$ cat config.mk
export PLATFORM = sky130hd
export DESIGN_NAME = pic_init_sequencer_flat
export DESIGN_NICKNAME = d
export VERILOG_FILES = /design/src/rtl/pic_pkg.sv /design/src/rtl/pic_init_sequencer_if.sv /design/src/rtl/pic_init_sequencer.sv /design/src/flat_wrapper.sv
export SDC_FILE = /design/constraint.sdc
export NUM_CORES = 1
export LEC_CHECK = 0
export BUFFER_PORTS_ARGS = -buffer_cell sky130_fd_sc_hd__buf_2
export CAP_MARGIN = 10
export CORE_ASPECT_RATIO = 1.5
export CORE_MARGIN = 2
export CORE_UTILIZATION = 54
export DETAILED_ROUTE_END_ITERATION = 16
export HOLD_SLACK_MARGIN = 0.08
export PLACE_DENSITY = 0.84
export SLEW_MARGIN = 25
export SYNTH_ARGS = -nofsm -noshare
export SYNTH_HDL_FRONTEND = slang
export SYNTH_SLANG_ARGS = --single-unit
$ cat constraint.sdc
create_clock -name clk -period 3.3 [get_ports clk]
set_input_delay 0 -clock clk [delete_from_list [all_inputs] [get_ports clk]]
set_output_delay 0 -clock clk [all_outputs]
set_load 0.05 [all_outputs]
$ cat src/rtl/pic_pkg.sv
// Shared definitions for the 8259-style PIC: sequencer states and the bit
// positions of the ICW1/ICW4/OCW3 fields within the CPU data byte.
package pic_pkg;

  typedef enum logic [2:0] {
    IDLE,
    W_ICW2,
    W_ICW3,
    W_ICW4,
    READY
  } pic_state_t;

  localparam int IC4       = 0;
  localparam int SNGL      = 1;
  localparam int ADI       = 2;
  localparam int LTIM      = 3;
  localparam int ICW1_FLAG = 4;

  localparam int UPM  = 0;
  localparam int AEOI = 1;
  localparam int MS   = 2;
  localparam int BUF  = 3;
  localparam int SFNM = 4;

  localparam int OCW3_FLAG = 3;

endpackage

$ cat src/rtl/pic_init_sequencer_if.sv
// CPU write port of the PIC: one-cycle write strobe with address bit A0 and data.
interface pic_init_sequencer_if;
  logic       wr;
  logic       a_0;
  logic [7:0] din;

  modport master (output wr, a_0, din);
  modport slave  (input  wr, a_0, din);
endinterface

$ cat src/rtl/pic_init_sequencer.sv
// Walks the ICW1..ICW4 programming sequence, holds the programmed fields, and
// once ready takes OCW1 mask writes and forwards OCW2/OCW3 to the control logic.
module pic_init_sequencer
  import pic_pkg::*;
#(
  parameter int              IR_N      = 8,
  parameter int              CAS_ID_W  = 3,
  parameter logic [IR_N-1:0] IMR_RESET = '1
) (
  input  logic                    clk,
  input  logic                    reset,
  pic_init_sequencer_if.slave     bus,
  input  logic                    sp_en_n,
  output logic                    ltim,
  output logic                    adi,
  output logic                    sngl,
  output logic                    ic4,
  output logic [4:0]              vec_base,
  output logic [7:0]              icw3,
  output logic [CAS_ID_W-1:0]     slave_id,
  output logic                    upm,
  output logic                    aeoi,
  output logic                    buf_mode,  // ICW4 BUF bit; 'buf' is a reserved gate keyword
  output logic                    ms,
  output logic                    sfnm,
  output logic                    is_master,
  output logic [IR_N-1:0]         imr,
  output logic                    init_done,
  output logic                    ocw_wr,
  output logic [7:0]              ocw_data,
  output logic                    seq_err
);

  pic_state_t state, state_nx;
  logic ld_icw1, ld_icw2, ld_icw3, ld_icw4, ld_imr, ocw_nx, err_nx;

  // NOTE: every signal gets a default before the decode so no path leaves one
  // unassigned; otherwise synthesis infers a latch.
  always_comb begin
    state_nx = state;
    ld_icw1  = 1'b0;
    ld_icw2  = 1'b0;
    ld_icw3  = 1'b0;
    ld_icw4  = 1'b0;
    ld_imr   = 1'b0;
    ocw_nx   = 1'b0;
    err_nx   = 1'b0;
    if (bus.wr) begin
      if (!bus.a_0 && bus.din[ICW1_FLAG]) begin
        ld_icw1  = 1'b1;
        state_nx = W_ICW2;
      end else if (!bus.a_0) begin
        if (state == READY) ocw_nx = 1'b1;
        else                err_nx = 1'b1;
      end else begin
        unique case (state)
          IDLE: err_nx = 1'b1;
          W_ICW2: begin
            ld_icw2 = 1'b1;
            if (!sngl)    state_nx = W_ICW3;
            else if (ic4) state_nx = W_ICW4;
            else          state_nx = READY;
          end
          W_ICW3: begin
            ld_icw3  = 1'b1;
            state_nx = ic4 ? W_ICW4 : READY;
          end
          W_ICW4: begin
            ld_icw4  = 1'b1;
            state_nx = READY;
          end
          READY:   ld_imr = 1'b1;
          default: state_nx = IDLE;
        endcase
      end
    end
  end

  // NOTE: clocked state uses non-blocking assignments so every register samples
  // the pre-edge values, independent of statement order.
  always_ff @(posedge clk) begin
    if (reset) state <= IDLE;
    else       state <= state_nx;
  end

  always_ff @(posedge clk) begin
    if (reset) begin
      {ltim, adi, sngl, ic4}            <= '0;
      vec_base                          <= '0;
      icw3                              <= '0;
      {sfnm, buf_mode, ms, aeoi, upm}   <= '0;
      imr                               <= IMR_RESET;
      ocw_wr                            <= 1'b0;
      ocw_data                          <= '0;
      seq_err                           <= 1'b0;
    end else begin
      ocw_wr  <= ocw_nx;
      seq_err <= err_nx;
      if (ocw_nx) ocw_data <= bus.din;
      if (ld_icw1) begin
        ltim                            <= bus.din[LTIM];
        adi                             <= bus.din[ADI];
        sngl                            <= bus.din[SNGL];
        ic4                             <= bus.din[IC4];
        imr                             <= '0;
        icw3                            <= '0;
        {sfnm, buf_mode, ms, aeoi, upm} <= '0;
      end
      if (ld_icw2) vec_base <= bus.din[7:3];
      if (ld_icw3) icw3     <= bus.din;
      if (ld_icw4) begin
        upm      <= bus.din[UPM];
        aeoi     <= bus.din[AEOI];
        ms       <= bus.din[MS];
        buf_mode <= bus.din[BUF];
        sfnm     <= bus.din[SFNM];
      end
      if (ld_imr) imr <= bus.din[IR_N-1:0];
    end
  end

  assign init_done = (state == READY);
  assign slave_id  = icw3[CAS_ID_W-1:0];
  // Single mode is always master; buffered mode takes the role from ICW4,
  // otherwise the SP/EN pin decides.
  assign is_master = sngl ? 1'b1 : (buf_mode ? ms : sp_en_n);

endmodule

$ cat src/flat_wrapper.sv
// flat-port wrapper written by rule: the top's interface ports become plain ports
module pic_init_sequencer_flat import pic_pkg::*;
#(
  parameter int              IR_N      = 8,
  parameter int              CAS_ID_W  = 3,
  parameter logic [IR_N-1:0] IMR_RESET = '1
)
  (clk, reset, sp_en_n, ltim, adi, sngl, ic4, vec_base, icw3, slave_id, upm, aeoi, buf_mode, ms, sfnm, is_master, imr, init_done, ocw_wr, ocw_data, seq_err, bus_wr, bus_a_0, bus_din);
  pic_init_sequencer_if bus_i ();
  input  logic clk;
  input  logic reset;
  input  logic sp_en_n;
  output logic ltim;
  output logic adi;
  output logic sngl;
  output logic ic4;
  output logic [4:0] vec_base;
  output logic [7:0] icw3;
  output logic [CAS_ID_W-1:0] slave_id;
  output logic upm;
  output logic aeoi;
  output logic buf_mode;
  output logic ms;
  output logic sfnm;
  output logic is_master;
  output logic [IR_N-1:0] imr;
  output logic init_done;
  output logic ocw_wr;
  output logic [7:0] ocw_data;
  output logic seq_err;
  input wire logic [$bits(bus_i.wr)-1:0] bus_wr;
  input wire logic [$bits(bus_i.a_0)-1:0] bus_a_0;
  input wire logic [$bits(bus_i.din)-1:0] bus_din;
  assign bus_i.wr = bus_wr;
  assign bus_i.a_0 = bus_a_0;
  assign bus_i.din = bus_din;
  pic_init_sequencer #(.IR_N(IR_N), .CAS_ID_W(CAS_ID_W), .IMR_RESET(IMR_RESET)) u_core (.clk(clk), .reset(reset), .bus(bus_i), .sp_en_n(sp_en_n), .ltim(ltim), .adi(adi), .sngl(sngl), .ic4(ic4), .vec_base(vec_base), .icw3(icw3), .slave_id(slave_id), .upm(upm), .aeoi(aeoi), .buf_mode(buf_mode), .ms(ms), .sfnm(sfnm), .is_master(is_master), .imr(imr), .init_done(init_done), .ocw_wr(ocw_wr), .ocw_data(ocw_data), .seq_err(seq_err));
endmodule
==> impl_metrics.csv, run 1 <==
group,metric,value,unit
route,wl_per_cell,15.8,µm
sta,hold_viol,0,
flow_run,drv_cap,0,
die,core_area,3350,µm²
yosys,ys_seq_elements,43,
min_path,hp-class,"in -> reg",
route,firstDrtPassIters,4,
yosys,netlist_instances,208,
die,die_w,52.1,µm
cells_and_area,diodes,0,
global_routing,track_usage,25.5,%
cells_and_area,seqCellArea,861,µm²
worst_setup_path,path_class,"reg -> reg",
pwr,vdd_drop_max,0.496,mV
die,die_area,3970,µm²
clocking,clk_pin_slew,0.08,ns
die,rows,26,
status,status,"finished, final reports clean",
worst_setup_path,reg2reg_setup_slack,1.47,ns
clocking,cts_resized,0,
sta,setup_viol,0,
worst_setup_path,crit_required,3.50,ns
yosys,syn-num-nets,221,
min_path,hold_end,"u_core.seq_err$_SDFF_PP0_",
worst_setup_path,cp_slowest_cell,"and2b_1",
min_path,min_from,"bus_a_0",
clocking,cts_tree,"done",
clocking,cts_hold_buf,9,
route,drc,0,
die,start_util,55.9,%
yosys,ys_types,36,
global_routing,grt_pass1_vias,1628,
placement,dp_worst_setup_slack,1.54,ns
worst_setup_path,path_cells,"and2b_1, nand2_1, a311o_1",
sta,worst_pin_slew,0.760,ns
worst_setup_path,worst_setup_path_start_kind,"flip-flop",
worst_setup_path,crit_buf_inv,0,
die,io_pins,58,
clocking,cts-root-buf,"clkbuf_8",
placement,post-dp-hpwl,3.13,mm
pwr,total_leakage_power,0.972,nW
worst_setup_path,worstPathArrival,2.03,ns
cells_and_area,layout-drive-gt1-share,27.1,%
cells_and_area,n_fill_cell,294,
worst_setup_path,path_max_fanout,20,
yosys,ys_seq_area_share,46.0,%
pwr,power_density,479,nW/µm²
yosys,synth.yosys.warnings,0,
sta,timing.fmax,546,MHz
clocking,cts_buffers,5,
route,vias,1804,
global_routing,grt_antenna_before_repair,0,
sta,finalClockSkew,0.00760,ns
worst_setup_path,critPathCaptureType,"flip-flop",
yosys,syn-cell-area,1870,µm²
yosys,syn_area_per_cell,9.01,µm²
sta,fin_crit,1.83,ns
worst_setup_path,worst-r2r-cell-count,3,
worst_setup_path,rr_endpoint,"u_core.imr[2]$_SDFFE_PP1P_",
cells_and_area,final_util,68.5,%
cells_and_area,multi_input_area,867,µm²
route,drtIter0Drc,57,
cells_and_area,syn_to_final_growth,22.6,%
sta,fin_crit_sh,55.5,%
worst_setup_path,r2r_start,"u_core.state[0]$_SDFFE_PP0P_",
sta,drv_slew,0,
sta,max-slew-margin-rel,49.3,%
route,ant_nets,0,
sta,setup_tns,0,ns
global_routing,grt_pass1_wl,7.65,mm
min_path,whs_path_depth,3,
clocking,clkLatencyLatePin,0.30,ns
global_routing,grt.overflow.total,0,
clocking,htree_levels,2,
global_routing,grt_max_degree,44,
clocking,cts_max_path_buffers,2,
sta,grt_setup_unrepaired,"false",
worst_setup_path,max_stage_delay,0.56,ns
worst_setup_path,cp_top_family,"simple AND/OR/NAND/NOR gates",
die,die_h,76.1,µm
route,wl,4.73,mm
route,vias_per_cell,6.01,
clocking,postCtsSetupBuffers,0,
sta,fin_ws,1.47,ns
placement,place.gp.congestion,0.796,
clocking,cts_sinks,43,
placement,port_buffers,57,
cells_and_area,nNetsFinal,270,
## per-stage QoR
stage / hold WS, ns / cell area (µm²) / std cells / power (mW)
final: 0.125 / 2300 / 300 / 1.10
after global routing: 0.181 / 2300 / 300 / 1.13
after CTS: 0.125 / 2280 / 299 / 1.10
after detailed placement: 0.314 / 2070 / 282 / 0.675
after global placement: 0.303 / 2070 / 282 / 0.673
after floorplan: 0.144 / 1870 / 208 / 0.646
## metal layers
metal | track usage (%) | part of all wire [%]
met1 | 30.1 | 39
met2 | 41.9 | 52
met4 | 11.8 | 2.0
met3 | 6.67 | 6.8
met5 | 0 | 0
## logic make-up (layout without fill, tap and decap cells)
kind of cell	count (synthesis)	count (layout)	share of synthesized area, %
AOI/OAI and AO/OA	69	69	24.1
muxes	4	4	2.14
DFF	43	43	46.0
xor gates and xnor gates	1	1	0.468
and+or+nand+nor	64	64	19.6
buffers and inverters	27	77	7.75
## worst max path at each step
stage / from / depth (start not counted) / slack (ns) / to
floorplan: u_core.state[0]$_SDFFE_PP0P_ / 3 / 1.42 / u_core.seq_err$_SDFF_PP0_
global placement: u_core.state[2]$_SDFFE_PP0P_ / 3 / 1.57 / u_core.imr[2]$_SDFFE_PP1P_
detailed placement: u_core.state[2]$_SDFFE_PP0P_ / 3 / 1.54 / u_core.imr[2]$_SDFFE_PP1P_
CTS: bus_din[4] / 4 / 1.46 / u_core.imr[2]$_SDFFE_PP1P_
global route: u_core.state[1]$_SDFFE_PP0P_ / 3 / 1.33 / u_core.icw3[5]$_SDFFE_PP0P_
finish: u_core.state[0]$_SDFFE_PP0P_ / 3 / 1.47 / u_core.imr[2]$_SDFFE_PP1P_
## power by group
part	total, mW	leakage [nW]	internal (mW)	switching (mW)
Combinational	0.132	0.562	0.0395	0.0922
Sequential	0.542	0.349	0.530	0.0124
Clock	0.425	0.0612	0.245	0.181
## sequential cells by signal, indices dropped and copies added, names as in the netlist, 3 cells and up
name,cells
u_core.icw3,8
u_core.imr,8
u_core.ocw_data,8
u_core.state,3
u_core.vec_base,5
## tightest hold or removal path: stages
cell and delay [ns]:
buf_2 0.16, a21oi_1 0.15, nor4b_1 0.06
## synth_stat cells, drive strengths merged
master	instances	area, µm²
a211o	1	8.76
a21oi	29	145
a2bb2oi	1	8.76
a311o	8	80.1
a31oi	1	6.26
and2b	1	7.51
and3	9	56.3
and3b	1	8.76
buf	13	92.6
clkbuf	12	45.0
dfxtp	43	861
inv	2	7.51
mux2i	4	40.0
nand2	3	11.3
nand2b	4	25.0
nand3	26	130
nand3b	2	15.0
nor2	7	26.3
nor2b	2	12.5
nor3	2	10.0
nor4b	2	23.8
o211a	1	10.0
o211ai	5	37.5
o21ai	13	65.1
o221a	1	11.3
o311ai	8	70.1
o32ai	1	8.76
or2	1	6.26
or3	2	12.5
or4	1	7.51
or4b	1	13.8
xnor2	1	8.76
## area by class of cell
class / count / area share, %
tap: 42 / 2.29
sequential: 43 / 37.5
clock buffer: 6 / 3.60
clock inverter: 2 / 1.53
multi-input combinational: 138 / 37.8
timing repair buffer: 67 / 17.0
inverter: 2 / 0.327
## placed cells by master, fill, tap and decap left out, types with 2 or more instances in the layout
cell,count
dlygate4sd3_1,9
nand2b_1,4
o21ai_0,6
o21ai_1,7
or3_1,2
o211ai_1,5
a21oi_1,29
nand3b_1,2
buf_2,57
o311ai_0,8
nand3_1,26
nor2_1,7
inv_1,2
clkbuf_8,6
mux2i_1,4
dfxtp_1,43
nor2b_1,2
nand2_1,3
and3_1,9
nor3_1,2
a311o_1,8
(Power assumes the default switching activity.)
==> inputs of run 2 (changes only) <==
ABC_AREA = 1   (was not set)
CORE_UTILIZATION = 44   (was 54)
PLACE_DENSITY = 0.74   (was 0.84)
clock period = 1.59 ns   (was 3.3 ns; I/O delays follow)
==> impl_metrics.csv, run 2 <==
group,metric,value,unit
placement,place_inst,314,
pwr,p_total,2.27,mW
yosys,syn-cell-area,1720,µm²
worst_setup_path,critPathCaptureType,"flip-flop",
worst_setup_path,r2r_start,"u_core.state[0]$_SDFFE_PP0P_",
yosys,netlist_instances,222,
yosys,yosysMostFrequentCell,"dfxtp_1",
route,wl_per_cell,12.8,µm
worst_setup_path,rr_endpoint,"u_core.seq_err$_SDFF_PP0_",
sta,setup_viol,0,
route,vias_per_cell,5.00,
yosys,syn-num-nets,235,
die,io_pins,58,
cells_and_area,syn_to_final_growth,29.3,%
cells_and_area,reg.largest.list,"u_core.icw3: 8 flops, u_core.imr: 8 flops, u_core.ocw_data: 8 flops",
route,drc,0,
yosys,async_flop_share,0,%
cells_and_area,final_cells,332,
sta,setup_tns,0,ns
route,met2_length,2.09,mm
cells_and_area,final_util,59.8,%
pwr,power_density,1020,nW/µm²
yosys,ys_seq_area_share,50.1,%
cells_and_area,n_fill_cell,356,
clocking,cts_resized,0,
cells_and_area,layout-drive-gt1-share,29.4,%
worst_setup_path,path_max_fanout,3,
yosys,synth.yosys.warnings,0,
min_path,hp-class,"in -> reg",
clocking,clk_pin_slew,0.09,ns
route,top_layer_used,"met4",
flow_run,drv_cap,0,
clocking,htree_levels,2,
status,status,"finished, final reports clean",
worst_setup_path,crit_start,"u_core.state[0]$_SDFFE_PP0P_",
die,rows,27,
clocking,clkLatencyLatePin,0.30,ns
sta,drv_slew,0,
clocking,cts-root-buf,"clkbuf_8",
yosys,ys_types,22,
cells_and_area,multi_input_area,722,µm²
clocking,cts_max_path_buffers,2,
global_routing,track_usage,20.8,%
worst_setup_path,worst-r2r-cell-count,5,
min_path,min_from,"reset",
pwr,internal_power,1.68,mW
worst_setup_path,path_class,"reg -> reg",
clocking,cts_sinks,43,
yosys,synth.top_cell.area_share,50.1,%
sta,finalClockSkew,0.00958,ns
cells_and_area,seqCellArea,861,µm²
die,die_area,4430,µm²
sta,max-slew-margin-rel,69.9,%
worst_setup_path,crit_required,1.77,ns
pwr,combPwrFrac,11.4,%
clocking,cts_buffers,5,
min_path,hold_end,"u_core.buf_mode$_SDFFE_PP0P_",
clocking,cts_tree,"done",
pwr,total_leakage_power,1.06,nW
cells_and_area,final_area,2220,µm²
die,die_h,80.5,µm
sta,fin_crit,1.48,ns
route,firstDrtPassIters,4,
placement,dpl_cell_area,2000,µm²
die,start_util,46.2,%
placement,place.gp.congestion,0.979,
route,drtIter0Drc,42,
yosys,syn_area_per_cell,7.74,µm²
yosys,synth_edf_count,0,
global_routing,grt_antenna_before_repair,0,
worst_setup_path,worstPathArrival,1.67,ns
pwr,seqPwrFrac,49.2,%
cells_and_area,diodes,0,
route,vias,1660,
cells_and_area,final_cell_mix,"buf_2, dfxtp_1, nor2_1",
sta,timing.fmax,674,MHz
route,met3_length,240,µm
yosys,ys_seq_elements,43,
yosys,synth_top_cell_by_area,"dfxtp_1",
min_path,whs_path_depth,3,
yosys,synth_top_cells_by_count,"dfxtp_1, nor2_1, nand2_1",
yosys,synth_flop_cell,"dfxtp_1",
global_routing,grt.overflow.total,0,
worst_setup_path,worst_setup_path_start_kind,"flip-flop",
global_routing,grt_pass1_vias,1494,
route,met1_length,1.80,mm
sta,hold_viol,0,
route,ant_nets,0,
cells_and_area,nNetsFinal,301,
pwr,vdd_drop_max,0.777,mV
pwr,power.net_switching,0.585,mW
worst_setup_path,reg2reg_setup_slack,0.11,ns
route,wl,4.25,mm
pwr,switching_share,25.8,%
global_routing,grt_max_degree,28,
die,die_w,55.0,µm
die,core_area,3720,µm²
global_routing,grt_pass1_wl,6.67,mm
sta,fin_crit_sh,93.3,%
sta,grt_setup_unrepaired,"false",
sta,worst_pin_slew,0.452,ns
cells_and_area,final_common_cell,"buf_2",
placement,port_buffers,57,
pwr,clock_power_share,39.4,%
yosys,netlist_top_cells_area,"dfxtp_1, nor2_1, a21oi_1, nand3_1, nand2_1",
placement,post-dp-hpwl,3.05,mm
[run 2: changes by cell type after synthesis, moves of 7 or more]
cell      change
nor2_1       +30
inv_2         +8
and3_1        -9
o311ai_0      -8
a311o_1       -8
o21ai_1       -7
nand2_1      +30
o21ai_0      +12
clkbuf_1      -9
[run 2: metrics by stage]
| stage | hold slack (ns) | worst slack (ns) |
|---|---|---|
| after floorplan | 0.0885 | 0.316 |
| after global placement | 0.238 | 0.423 |
| after detailed placement | 0.253 | 0.355 |
| after CTS | 0.151 | 0.123 |
| after global routing | 0.178 | 0.0598 |
| final | 0.152 | 0.106 |
[run 2: layout make-up]
cell class	instances	area share, %
well taps	43	2.42
flip-flops and latches	43	38.8
clock inverters	2	1.58
repair buffers	68	17.7
inverters	18	3.32
multi-input cells	152	32.5
clock buffers	6	3.72
[run 2: critical path, cell delays in order (launching register included)]
cell and delay, ns:
dfxtp_1 0.34, nor2_1 0.20, nand2_2 0.12, nand4_1 0.09, a21oi_1 0.05, dlygate4sd3_1 0.56
[run 2: kinds of logic after synthesis]
group / Yosys count / synth area share (%)
compound gates: 45 / 13.1
simple gates: 107 / 28.9
flops: 43 / 50.1
buf+inv: 27 / 7.87
[run 2: how the worst max path moves through the flow]
stage	end	slack (ns)	cells after the start
4_1_cts	u_core.seq_err$_SDFF_PP0_	0.12	5
6_report	u_core.seq_err$_SDFF_PP0_	0.11	5
2_1_floorplan	is_master	0.32	1
3_5_place_dp	u_core.imr[7]$_SDFFE_PP1P_	0.36	6
3_3_place_gp	u_core.vec_base[2]$_SDFFE_PP0P_	0.42	5
5_1_grt	u_core.seq_err$_SDFF_PP0_	0.06	5
[run 2: power by group through the flow]
stage | clock [mW] | combinational (mW) | sequential [mW]
after CTS | 0.899 | 0.258 | 1.11
after floorplan | 0 | 0.0949 | 1.21
after global placement | 0 | 0.238 | 1.14
after global routing | 0.941 | 0.280 | 1.12
after detailed placement | 0 | 0.240 | 1.14
final | 0.894 | 0.258 | 1.11
[run 2: metal layers]
metal / track usage [%] / vias up
met1: 24.9 / 730
met3: 4.46 / 12
li1: - / 858
met4: 9.76 / 0
met2: 34.3 / 60
met5: 0 / -
[run 2: timing repair]
item,in CTS,in global routing
hold buffers,10,0
endpoints found under the setup margin,0,0
endpoints found under the hold margin,33,0
setup buffers,0,0
